File: config.mk
export PLATFORM = sky130hd
export DESIGN_NAME = bsg_read_hold_dff
export DESIGN_NICKNAME = d
export VERILOG_FILES = /design/src/rtl/bsg_read_hold_dff_pkg.sv /design/src/rtl/bsg_dff_en_bypass_reset_n.sv /design/src/rtl/bsg_dff_reset_n.sv /design/src/rtl/bsg_read_hold_dff.sv
export SDC_FILE = /design/constraint.sdc
export NUM_CORES = 1
export LEC_CHECK = 0
export CORE_MARGIN = 2
export CORE_UTILIZATION = 40
export DETAILED_ROUTE_END_ITERATION = 7
export GPL_TIMING_DRIVEN = 1
export PLACE_DENSITY = 0.78
export SLEW_MARGIN = 15
export SYNTH_ARGS = -nofsm -noshare
export SYNTH_HDL_FRONTEND = slang
export SYNTH_HIERARCHICAL = 1
export SYNTH_SLANG_ARGS = --single-unit
File: constraint.sdc
create_clock -name clk_i -period 1.6 [get_ports clk_i]
set_clock_uncertainty 0.15 [all_clocks]
set_input_delay 0.32 -clock clk_i [delete_from_list [all_inputs] [get_ports clk_i]]
set_output_delay 0.32 -clock clk_i [all_outputs]
set_load 0.02 [all_outputs]
File: src/rtl/bsg_read_hold_dff_pkg.sv
// Shared helpers for the read-hold stage and its flop primitives.
// The helper keeps port ranges legal when a width parameter is zero.
package bsg_read_hold_dff_pkg;

    // Returns a-b, or 0 when that would go negative. This lets a zero width elaborate as [0:0].
    function automatic int bsg_safe_minus(input int a, input int b);
        return (a > b) ? (a - b) : 0;
    endfunction

endpackage

File: src/rtl/bsg_dff_en_bypass_reset_n.sv
// Enable-gated flop whose output bypasses straight to the input while enabled.
// When the enable is low, the input is ignored entirely, so X on data_i cannot leak out.
module bsg_dff_en_bypass_reset_n
    import bsg_read_hold_dff_pkg::*;
#(
    parameter int width_p     = 1,
    parameter int reset_val_p = 0
) (
    input  logic                                 clk_i,
    input  logic                                 reset_n_i,
    input  logic                                 en_i,
    input  logic [bsg_safe_minus(width_p, 1):0] data_i,
    output logic [bsg_safe_minus(width_p, 1):0] data_o
);

    localparam int MsbLp = bsg_safe_minus(width_p, 1);
    localparam logic [MsbLp:0] ResetValLp = (MsbLp + 1)'(reset_val_p);

    logic [MsbLp:0] data_q;
    logic [MsbLp:0] data_d;

    // The next-state value and the output are the same mux.
    always_comb begin
        data_d = data_q;
        if (en_i) begin
            data_d = data_i;
        end
    end

    always_ff @(posedge clk_i or negedge reset_n_i) begin
        if (!reset_n_i) begin
            data_q <= ResetValLp;
        end else begin
            data_q <= data_d;
        end
    end

    assign data_o = data_d;

endmodule

File: src/rtl/bsg_dff_reset_n.sv
// Generic flop with asynchronous active-low reset to a parameterised value.
module bsg_dff_reset_n
    import bsg_read_hold_dff_pkg::*;
#(
    parameter int width_p     = 1,
    parameter int reset_val_p = 0
) (
    input  logic                                 clk_i,
    input  logic                                 reset_n_i,
    input  logic [bsg_safe_minus(width_p, 1):0] data_i,
    output logic [bsg_safe_minus(width_p, 1):0] data_o
);

    localparam int MsbLp = bsg_safe_minus(width_p, 1);
    localparam logic [MsbLp:0] ResetValLp = (MsbLp + 1)'(reset_val_p);

    logic [MsbLp:0] data_q;

    always_ff @(posedge clk_i or negedge reset_n_i) begin
        if (!reset_n_i) begin
            data_q <= ResetValLp;
        end else begin
            data_q <= data_i;
        end
    end

    assign data_o = data_q;

endmodule

File: src/rtl/bsg_read_hold_dff.sv
// Holds the last sync-RAM read result so the output stays valid on idle and write cycles.
// Fresh data bypasses through in the cycle it arrives.
module bsg_read_hold_dff
    import bsg_read_hold_dff_pkg::*;
#(
    parameter int width_p     = 32,
    parameter int reset_val_p = 0
) (
    input  logic                                 clk_i,
    input  logic                                 reset_n_i,
    input  logic                                 read_en_i,
    input  logic [bsg_safe_minus(width_p, 1):0] data_i,
    output logic [bsg_safe_minus(width_p, 1):0] data_o
);

    generate
        if (width_p == 0) begin : g_zero
            logic unused_inputs;
            assign unused_inputs = ^{clk_i, reset_n_i, read_en_i, data_i};
            assign data_o        = '0;
        end else begin : g_data
            // read_en_q marks the cycle in which the RAM presents the data it was asked for.
            logic read_en_q;

            bsg_dff_reset_n #(
                .width_p    (1),
                .reset_val_p(0)
            ) read_en_reg (
                .clk_i    (clk_i),
                .reset_n_i(reset_n_i),
                .data_i   (read_en_i),
                .data_o   (read_en_q)
            );

            bsg_dff_en_bypass_reset_n #(
                .width_p    (width_p),
                .reset_val_p(reset_val_p)
            ) data_reg (
                .clk_i    (clk_i),
                .reset_n_i(reset_n_i),
                .en_i     (read_en_q),
                .data_i   (data_i),
                .data_o   (data_o)
            );
        end
    endgenerate

endmodule

======== After elaboration in Yosys (flattened, before gate mapping) ========
Index checks and enable logic that the tools add are counted.
storage, ports and cells
  bits in registers ....................... 33
  bits in latches ......................... 0
  bits in writable memories ............... 0
  memory bits (read-only) ................. 0
  output and inout bits ................... 32
  logic and storage cells ................. 3
  memories kept ........................... 0
cells by class
  $add $sub $neg .......................... 0
  multiply operators ...................... 0
  div/mod/pow operators ................... 0
  $lt $le $gt $ge ......................... 0
  equal/unequal tests ..................... 0
  shift operators ......................... 0
  multiplexer cells ....................... 1
  bitwise logic cells ..................... 0
  reduce and logical (&&, ||, !) cells .... 0
operators with widths
  operator            count
  32-bit two-way mux  1

======== Logic depth before layout (Yosys ltp) ========
Gate-level depths: netlist of the first run.
  word-level depth ........................ 1
  mapped depth ............................ 3
  gate-level depth less buffers ........... 1

======== Cells and area by module ========
The synthesis of the first run kept the hierarchy.
modules (own cells, without submodules)
  module                     times used  cells an instance  area each (µm²)  sequential area each (µm²)
  bsg_dff_en_bypass_reset_n  1           68                 1345.0           800.8
  bsg_dff_reset_n            1           1                  25.0             25.0

======== Least setup slack after synthesis of the first run ========
Ideal clock, no wire load.
  path type ............................... reg2out
  start ................................... register g_data.read_en_reg.data_q (netlist: g_data.read_en_reg/data_o)
  end ..................................... output port data_o[0]
  data arrival time ....................... 0.959 ns
  required time ........................... 1.130 ns
  path slack .............................. 0.171 ns
  cell stages (with the launch flop) ...... 4
  buffers on the path ..................... 2
  path through ............................ dfrtp_1 -> buf_6 -> buf_12 -> mux2_4
on the way
  cells in the longest elaborated chain, start to end .. 1
RTL lines
  what                    RTL line                         source
  start, declared         bsg_dff_reset_n.sv:17            logic [MsbLp:0] data_q;
  start signal, assigned  bsg_dff_reset_n.sv:21            data_q <= ResetValLp;
  start signal, assigned  bsg_dff_reset_n.sv:23            data_q <= data_i;
  32-bit two-way mux      bsg_dff_en_bypass_reset_n.sv:25  if (en_i) begin
  end, declared           bsg_read_hold_dff.sv:13          output logic [bsg_safe_minus(width_p, 1):0] data_o
Every way passes these cells.

======== Worst setup path after layout of the first run ========
  start ................................... register g_data.read_en_reg.data_q (netlist: g_data.read_en_reg/data_o)
  end ..................................... output port data_o[17]
Same word-level chain as after synthesis.

==> results of run 1 <==
## where the power goes
part           switching (mW)  internal [mW]  total [mW]
clock                   0.269          0.373       0.642
combinational           0.266          0.416       0.682
sequential             0.0261          0.915       0.941
## cells in the mapped netlist (all sizes together)
| cell type | number | area [µm²] |
|---|---|---|
| dfrtp | 33 | 826 |
| mux2 | 32 | 473 |
| buf | 4 | 71.3 |
## critical path, stage by stage, from the launching register on
cell       delay (ns)
dfrtp_2          0.44
buf_6            0.13
clkbuf_16        0.15
mux2_4           0.31
buf_6            0.13
## flip-flops by register name, indices dropped and copies added (netlist names)
signal	cells
g_data.data_reg/data_q	32
g_data.read_en_reg/data_o	1
## worst paths after layout
kind	slack [ns]	end	cells past startpoint	start
setup / recovery	-0.37	data_o[17]	4	g_data.read_en_reg/data_o
hold / removal	0.20	g_data.data_reg/data_q[15]	2	reset_n_i
setup reg to reg	0.10	g_data.data_reg/data_q[26]	5	g_data.read_en_reg/data_o
hold reg to reg	0.36	g_data.data_reg/data_q[29]	1	g_data.data_reg/data_q[29]
max in group asynchronous	0.92	g_data.read_en_reg/data_o	2	reset_n_i
min in group clk_i	0.27	g_data.read_en_reg/data_o	1	read_en_i
## final cells by class
class                           count  area [µm²]  area share (%)
Sequential cell                    33         827            34.4
Clock buffer                        7        55.1            2.29
Clock inverter                      1        30.0            1.25
Multi-Input combinational cell     32         477            19.8
Timing Repair Buffer               88         956            39.8
Tap cell                           46        57.6            2.40
## what timing repair did
action | 4_1_cts | 5_1_grt
endpoints found under the hold margin | 0 | 0
gates cloned | 2 | 1
setup endpoints to repair | 32 | 32
gates resized for setup | 176 | 23
buffers inserted | 3 | 11
## per-stage QoR
stage | utilization [%] | cells
2_1_floorplan | - | 69
3_3_place_gp | 64.1 | 184
3_5_place_dp | 64.1 | 184
4_1_cts | 68.4 | 197
5_1_grt | 72.6 | 207
6_report | 72.6 | 207
## kinds of logic (layout without fill, tap and decap cells)
kind of cell / after synthesis / count (layout) / synth area share [%]
muxes: 32 / 32 / 34.5
DFF: 33 / 33 / 60.3
buffers and inverters: 4 / 96 / 5.21
## layer usage
layer  global-route usage (%)  vias up
li1                         -      417
met1                     22.1      459
met2                     30.8       42
met3                     6.31        5
met4                     7.50        0
met5                        0        -
==> out/qor.yml, run 1 <==
max_cap_violations: 0
layout_commonest_cell: "buf_6"
core_um2: 3310
cts-buffers-inserted: 5
report.power.total_mw: 2.27
drc: 0
cts_buffer_depth: 2
dieWidth_um: 62.5
max_freq_mhz: 508
setup_tns_ns: -11.05
setup_viol: 32
grt_setup_unrepaired: "true"
finalHoldViolCount: 0
die_area_um2: 3910
path_class: "register to primary output"
num-nets-final: 195
synth.distinct_cells: 5
fin_crit_sh_pct: 123
dpl.hpwl_um: 2210
ys_warn_count: 6
syn_area_per_cell_um2: 19.9
fillers: 244
die_y_um: 62.5
drt-initial-drc-count: 19
htree_levels: 2
row_count: 21
io_buffers: 66
dr_total_vias: 923
m1WireLength_um: 1360
fin_area_um2: 2400
violations: "setup timing"
routed_wl_um: 3250
status: "finished with violations"
start_util_pct: 41.4
powerDensity_nw_per_um2: 943
final-max-slew-violation-count: 0
synth_seq_cells: 33
fin_hold_ws_ns: 0.203
layout_common_cells: "buf_6 (36), clkdlybuf4s50_1 (34), dfrtp_1 (32)"
drive_gt1_share_pct: 58.4
start_kind: "register"
syn2layout_area_growth_pct: 75.3
ios: 67
leakagePower_nw: 1.16
layout_min_cycle_time_ns: 1.97
met2_wirelength_um: 1640
n_antenna_cell: 0
max_slew_margin_pct: 88.4
detailedRoute.firstPassIterationCount: 3
ir_drop_mv: 0.670
wl_per_cell_um: 15.7
endpoint_kind: "primary output"
cts_tree: "done"
cp.arrival_ns: 1.50
worstMarginPinSlew_ns: 0.173
path_max_fanout: 5
syn-num-nets: 104
ctsRootBufferMaster: "clkbuf_4"
top_layer: "met4"
antenna_found_initial: 0
syn_area_um2: 1370
clk_latency_ns: 0.33
pre_cts_ws_ns: -0.425
syn_inst: 69
required_ns: 1.13
clk_pin_slew_ns: 0.10
holdBufCountCts: 0
routabilityCongestion: 0.773
synth-seq-area-share_pct: 60.3
fin_ws_ns: -0.370
avgViaCountPerCell: 4.46
clock-sinks: 33
hp-class: "input pin to asynchronous set/reset pin"
grt_max_degree: 34
grt_pass1_wl_um: 5460
grt_use_total_pct: 18.6
drt.antenna.violating_nets: 0
placed_cell_area_um2: 2120
grt_overflow: 0
wl_met3_um: 192
grt_pass1_vias: 1045
No activity file was read; power rests on OpenSTA's default activity.
==> run 2, diff against run 1 <==
--- a/config.mk
+++ b/config.mk
@@ -5,7 +5,7 @@
 export SDC_FILE = /design/constraint.sdc
 export NUM_CORES = 1
 export LEC_CHECK = 0
-export CORE_MARGIN = 2
+export CORE_MARGIN = 4
 export CORE_UTILIZATION = 40
 export DETAILED_ROUTE_END_ITERATION = 7
 export GPL_TIMING_DRIVEN = 1
==> out/qor.yml, run 2 (same netlist as run 1, synthesis figures left out) <==
largest_reg_flops: 32  # unchanged
htree_levels: 2  # unchanged
start_kind: "register"
max_slew_margin_pct: 86.9  # -1.6 points
grt_setup_unrepaired: "true"
leakagePower_nw: 1.11  # -3.8%
cp.arrival_ns: 1.44  # -0.06 ns
antenna_found_initial: 0  # unchanged
fillers: 230  # -5.7%
io_buffers: 66  # unchanged
ctsRootBufferMaster: "clkbuf_4"
setup_viol: 32  # unchanged
layout_commonest_cell: "clkdlybuf4s50_1"
grt_pass1_wl_um: 5340  # -2.1%
multi_input_area_um2: 480  # +0.79%
clk_pin_slew_ns: 0.10  # about the same
hp-class: "input pin to asynchronous set/reset pin"
die_area_um2: 4430  # +13%
grt_pass1_vias: 1041  # -0.38%
cts-buffers-inserted: 5  # unchanged
routabilityCongestion: 0.660  # -15%
violations: "setup timing"
row_count: 20  # -4.8%
endpoint_kind: "primary output"
final-max-slew-violation-count: 0  # unchanged
cts_tree: "done"
drt-initial-drc-count: 8  # -11
largest_register: "g_data.data_reg/data_q"
grt_max_degree: 34  # unchanged
dp.cells: 184  # unchanged
n_antenna_cell: 0  # unchanged
ir_drop_mv: 0.587  # -12%
setup_tns_ns: -9.51  # +1.54 ns
dieWidth_um: 66.5  # +6.4%
report.power.total_mw: 2.04  # -9.9%
powerDensity_nw_per_um2: 886  # -6.0%
num-nets-final: 190  # -2.6%
regArea_um2: 827  # unchanged
detailedRoute.firstPassIterationCount: 3  # unchanged
wl_per_cell_um: 16.7  # +6.3%
worstMarginPinSlew_ns: 0.198  # +0.0245 ns
layout_min_cycle_time_ns: 1.91  # -0.0585 ns
syn2layout_area_growth_pct: 68.2
finalHoldViolCount: 0  # unchanged
path_class: "register to primary output"
max_freq_mhz: 523  # +3.1%
ff2ff_setup_slack_ns: 0.01  # -0.09 ns
avgViaCountPerCell: 4.47  # +0.14%
drc: 0  # unchanged
max_cap_violations: 0  # unchanged
core_um2: 3150  # -4.8%
fin_cells: 200  # -3.4%
fin_ws_ns: -0.312  # +0.0585 ns
dr_total_vias: 893  # -3.3%
clock-sinks: 33  # unchanged
dpl.hpwl_um: 2370  # +7.5%
clk_latency_ns: 0.31  # -0.02 ns
ios: 67  # unchanged
post-route-util_pct: 73.1  # +0.53 points
start_util_pct: 43.5  # +2.1 points
grt_overflow: 0  # unchanged
cts_buffer_depth: 2  # unchanged
drive_gt1_share_pct: 57.1  # -1.3 points
required_ns: 1.13  # about the same
fin_crit_sh_pct: 119  # -3.7 points
layout_common_cells: "clkdlybuf4s50_1 (34), mux2_4 (32), dfrtp_1 (32), buf_6 (32), buf_4 (12)"
die_y_um: 66.5  # +6.4%
path_max_fanout: 9  # +4
grt_use_total_pct: 16.3  # -2.2 points
drt.antenna.violating_nets: 0  # unchanged
status: "finished with violations"
fin_hold_ws_ns: 0.190  # -0.0134 ns
routed_wl_um: 3330  # +2.7%
[run 2: changes by cell type in the layout (fill, tap and decap cells not counted)]
| cell | previous run | this run |
|---|---|---|
| buf_12 | 3 | 5 |
| buf_6 | 36 | 32 |
| clkbuf_8 | 1 | 0 |
| clkbuf_16 | 1 | 0 |
| clkinv_2 | 0 | 2 |
| bufinv_16 | 1 | 0 |
| mux2_2 | 1 | 0 |
| mux2_4 | 31 | 32 |
| buf_16 | 1 | 0 |
| buf_4 | 13 | 12 |
[run 2: path summary, 6_finish.rpt]
path	start	end	cells past startpoint
min reg2reg	g_data.data_reg/data_q[17]	g_data.data_reg/data_q[17]	1
min in group clk_i	read_en_i	g_data.read_en_reg/data_o	1
max in group asynchronous	reset_n_i	g_data.read_en_reg/data_o	2
min	reset_n_i	g_data.data_reg/data_q[30]	2
max	g_data.read_en_reg/data_o	data_o[27]	3
max reg2reg	g_data.read_en_reg/data_o	g_data.data_reg/data_q[25]	5
[run 2: final cells by class]
cell class / count / area share [%]
Clock inverter: 2 / 0.434
Sequential cell: 33 / 35.9
Clock buffer: 6 / 1.79
Timing Repair Buffer: 83 / 38.7
Tap cell: 44 / 2.39
Multi-Input combinational cell: 32 / 20.8
[run 2: what timing repair did]
action,CTS,global route
hold buffers,0,0
gates resized for setup,193,3
buffers inserted,6,2
gates cloned,2,0
endpoints found under the setup margin,32,32
[run 2: layer usage]
| layer | track usage, % | wire, µm |
|---|---|---|
| met5 | 0 | 0 |
| met2 | 29.1 | 1850 |
| met3 | 4.22 | 238 |
| met1 | 19.0 | 1230 |
| met4 | 5.33 | 12 |
[run 2: critical path: stages, from the launching register on]
cell and delay, ns:
dfrtp_2 0.49, buf_12 0.18, mux2_4 0.32, buf_6 0.14
[run 2: per-stage QoR]
| step | instance area [µm²] | setup slack, ns |
|---|---|---|
| 2_1_floorplan | 1370 | 0.171 |
| 3_3_place_gp | 2120 | -0.402 |
| 3_5_place_dp | 2120 | -0.427 |
| 4_1_cts | 2330 | -0.425 |
| 5_1_grt | 2300 | -0.358 |
| 6_report | 2300 | -0.312 |
[run 2: power breakdown]
part           switching, mW  internal, mW  total, mW
Sequential            0.0282         0.915      0.943
Combinational          0.264         0.404      0.668
Clock                  0.264         0.167      0.431
Total                  0.556          1.49       2.04
==> run 3, diff against run 2 <==
--- a/config.mk
+++ b/config.mk
@@ -5,8 +5,10 @@
 export SDC_FILE = /design/constraint.sdc
 export NUM_CORES = 1
 export LEC_CHECK = 0
+export ABC_AREA = 1
+export CAP_MARGIN = 20
 export CORE_MARGIN = 4
-export CORE_UTILIZATION = 40
+export CORE_UTILIZATION = 39
 export DETAILED_ROUTE_END_ITERATION = 7
 export GPL_TIMING_DRIVEN = 1
 export PLACE_DENSITY = 0.78
==> out/qor.yml, run 3 <==
ff2ff_setup_slack_ns: -0.16  # -0.17 ns
grt_pass1_wl_um: 6620  # +24%
ys.flop_type: "dfrtp_1"
start_kind: "register"
dr_total_vias: 1302  # +46%
path_cells: "buf_12 -> buf_12 -> nand2_2 -> nand2_2 -> buf_6"
placed_cell_area_um2: 2030  # -4.1%
synth_top_area_cell: "dfrtp_1"
cts_tree: "done"
layout_common_cells: "nand2_2 (63), buf_6 (36), clkdlybuf4s50_1 (34)"
die_y_um: 66.1  # -0.61%
synthArstFlopShare_pct: 100  # unchanged
drc: 0  # unchanged
grt.met2_usage_pct: 35.9  # +6.8 points
setup_viol: 34  # +6.3%
switching_share_pct: 30.9  # +3.6 points
grt_setup_unrepaired: "true"
clock-sinks: 33  # unchanged
violations: "setup timing"
grt_pass1_vias: 1375  # +32%
grt_overflow: 0  # unchanged
path_class: "register to primary output"
cts-buffers-inserted: 5  # unchanged
cp.arrival_ns: 1.39  # -0.05 ns
clockPowerShare_pct: 21.3  # +0.2 points
top_usage_layer: "met2"
met1_usage_pct: 23.1  # +4.1 points
core_um2: 3150  # unchanged
fin_ws_ns: -0.257  # +0.0542 ns
htree_levels: 2  # unchanged
avgViaCountPerCell: 4.46  # -0.14%
finalHoldViolCount: 0  # unchanged
synth.distinct_cells: 7  # +2
cts_buffer_depth: 2  # unchanged
yosysTopAreaCellShare_pct: 62.7  # +2.4 points
syn-num-nets: 172  # +65%
status: "finished with violations"
setup_tns_ns: -7.74  # +1.78 ns
ys_warn_count: 6  # unchanged
fin_crit_sh_pct: 116  # -3.4 points
synth_edf_count: 0  # unchanged
endpoint_kind: "primary output"
switchingPower_mw: 0.658  # +18%
cpPeakStageDelay_ns: 0.47  # -0.02 ns
ff2ff_path_depth: 9  # +4
wl_per_cell_um: 15.1  # -9.6%
clk_pin_slew_ns: 0.11  # about the same
ctsRootBufferMaster: "clkbuf_4"
drive_gt1_share_pct: 64.5  # +7.5 points
synthTopCellsByCount: "nand2_1 (86), dfrtp_1 (33), nand2_2 (10)"
fin_cells: 292  # +46%
start_util_pct: 41.8  # -1.7 points
hp-class: "input pin to asynchronous set/reset pin"
grt_max_degree: 34  # unchanged
antenna_found_initial: 0  # unchanged
row_count: 20  # unchanged
n_antenna_cell: 0  # unchanged
ys_top_cells_by_area: "dfrtp_1 (63%), nand2_1 (25%), nand2_2 (4.7%)"
io_buffers: 66  # unchanged
layout_commonest_cell: "nand2_2"
use_met3_pct: 6.80  # +2.6 points
grt_use_total_pct: 20.6  # +4.2 points
fin_area_um2: 2680  # +16%
ir_drop_mv: 0.628  # +6.8%
syn_area_per_cell_um2: 9.62  # -52%
routabilityCongestion: 0.688  # +4.3%
max_cap_violations: 0  # unchanged
leakagePower_nw: 1.35  # +21%
syn_inst: 137  # +99%
power.internal_mw: 1.47  # -0.77%
max_freq_mhz: 538  # +2.9%
routed_wl_um: 4400  # +32%
fin_hold_ws_ns: 0.191  # +0.00131 ns
r2r-start: "g_data.read_en_reg/data_o"
dpl.hpwl_um: 2440  # +2.8%
synth_most_common_cell: "nand2_1"
ios: 67  # unchanged
final-max-slew-violation-count: 0  # unchanged
r2r_end: "g_data.data_reg/data_q[23]"
comb_power_share_pct: 34.8  # +2.1 points
synth-seq-area-share_pct: 62.7  # +2.4 points
die_area_um2: 4370  # -1.2%
layout_min_cycle_time_ns: 1.86  # -0.0542 ns
largest_register: "g_data.data_reg/data_q"
largest_reg_flops: 32  # unchanged
num-nets-final: 282  # +48%
powerDensity_nw_per_um2: 795  # -10%
dp.cells: 251  # +36%
seqPwrFrac_pct: 43.9  # -2.3 points
clk_latency_ns: 0.34  # +0.03 ns
drt.antenna.violating_nets: 0  # unchanged
report.power.total_mw: 2.13  # +4.5%
required_ns: 1.13  # about the same
syn2layout_area_growth_pct: 104
synth_seq_cells: 33  # unchanged
drt-initial-drc-count: 46  # +38
holdBufCountCts: 0  # unchanged
dieWidth_um: 66.1  # -0.61%
max_slew_margin_pct: 88.0  # +1.2 points
syn_area_um2: 1320  # -3.8%
path_max_fanout: 9  # unchanged
detailedRoute.firstPassIterationCount: 4  # +1
crit_slowest_cell: "dfrtp_2"
worstMarginPinSlew_ns: 0.180  # -0.0182 ns
-- run 3: cell count changes after synthesis, sizes merged --
cell / previous run / this run
nand2: 0 / 96
mux2: 32 / 0
clkbuf: 0 / 3
inv: 0 / 1
-- run 3: worst max path at each step --
stage,from,end,slack (ns),depth (start not counted)
after floorplan,g_data.read_en_reg/data_o,data_o[0],0.26,5
after global placement,data_i[19],data_o[19],-0.40,4
after detailed placement,data_i[0],data_o[0],-0.42,4
after CTS,g_data.read_en_reg/data_o,data_o[0],-0.21,5
after global routing,g_data.read_en_reg/data_o,data_o[10],-0.32,5
final,g_data.read_en_reg/data_o,data_o[19],-0.26,5
-- run 3: metrics by stage --
stage          worst slack, ns  util [%]
3_3_place_gp            -0.402      64.5
4_1_cts                 -0.215      80.8
6_report                -0.257      85.0
3_5_place_dp            -0.424      64.5
2_1_floorplan            0.261         -
5_1_grt                 -0.319      85.0
-- run 3: cells by family after synthesis --
| logic type | synth area share (%) |
|---|---|
| simple gates | 29.2 |
| flops | 62.7 |
| buf+inv | 8.07 |
-- run 3: power by group through the flow --
stage	Combinational (mW)	Sequential, mW	Clock [mW]
floorplan	0.225	0.942	0
CTS	0.690	0.933	0.461
detailed placement	0.505	0.950	0
finish	0.743	0.936	0.454
global placement	0.494	0.946	0
global route	0.789	0.943	0.509
-- run 3: worst max-delay path, delay by kind of cell, from the launching register on --
kind,cells,cell delay (ns)
DFF,1,0.47
buffers and inverters,3,0.42
and+or+nand+nor,2,0.14
-- run 3: cell type report --
type,count,area [µm²]
Timing Repair Buffer,108,1100
Sequential cell,33,827
Multi-Input combinational cell,96,608
Fill cell,160,472
Tap cell,44,55.1
Clock buffer,6,41.3
Timing Repair inverter,2,22.5
Inverter,1,16.3
Clock inverter,2,10.0
-- run 3: what timing repair did --
action,in CTS,in global routing
hold endpoints to repair,0,0
setup buffers,22,7
cloned,4,0
resized for setup,266,21
pin swaps,24,8
endpoints found under the setup margin,32,34
-- run 3: per-layer routing --
| layer | wire, µm | vias up |
|---|---|---|
| li1 | - | 629 |
| met1 | 1520 | 611 |
| met2 | 2440 | 52 |
| met3 | 353 | 10 |
| met4 | 87 | 0 |
| met5 | 0 | - |
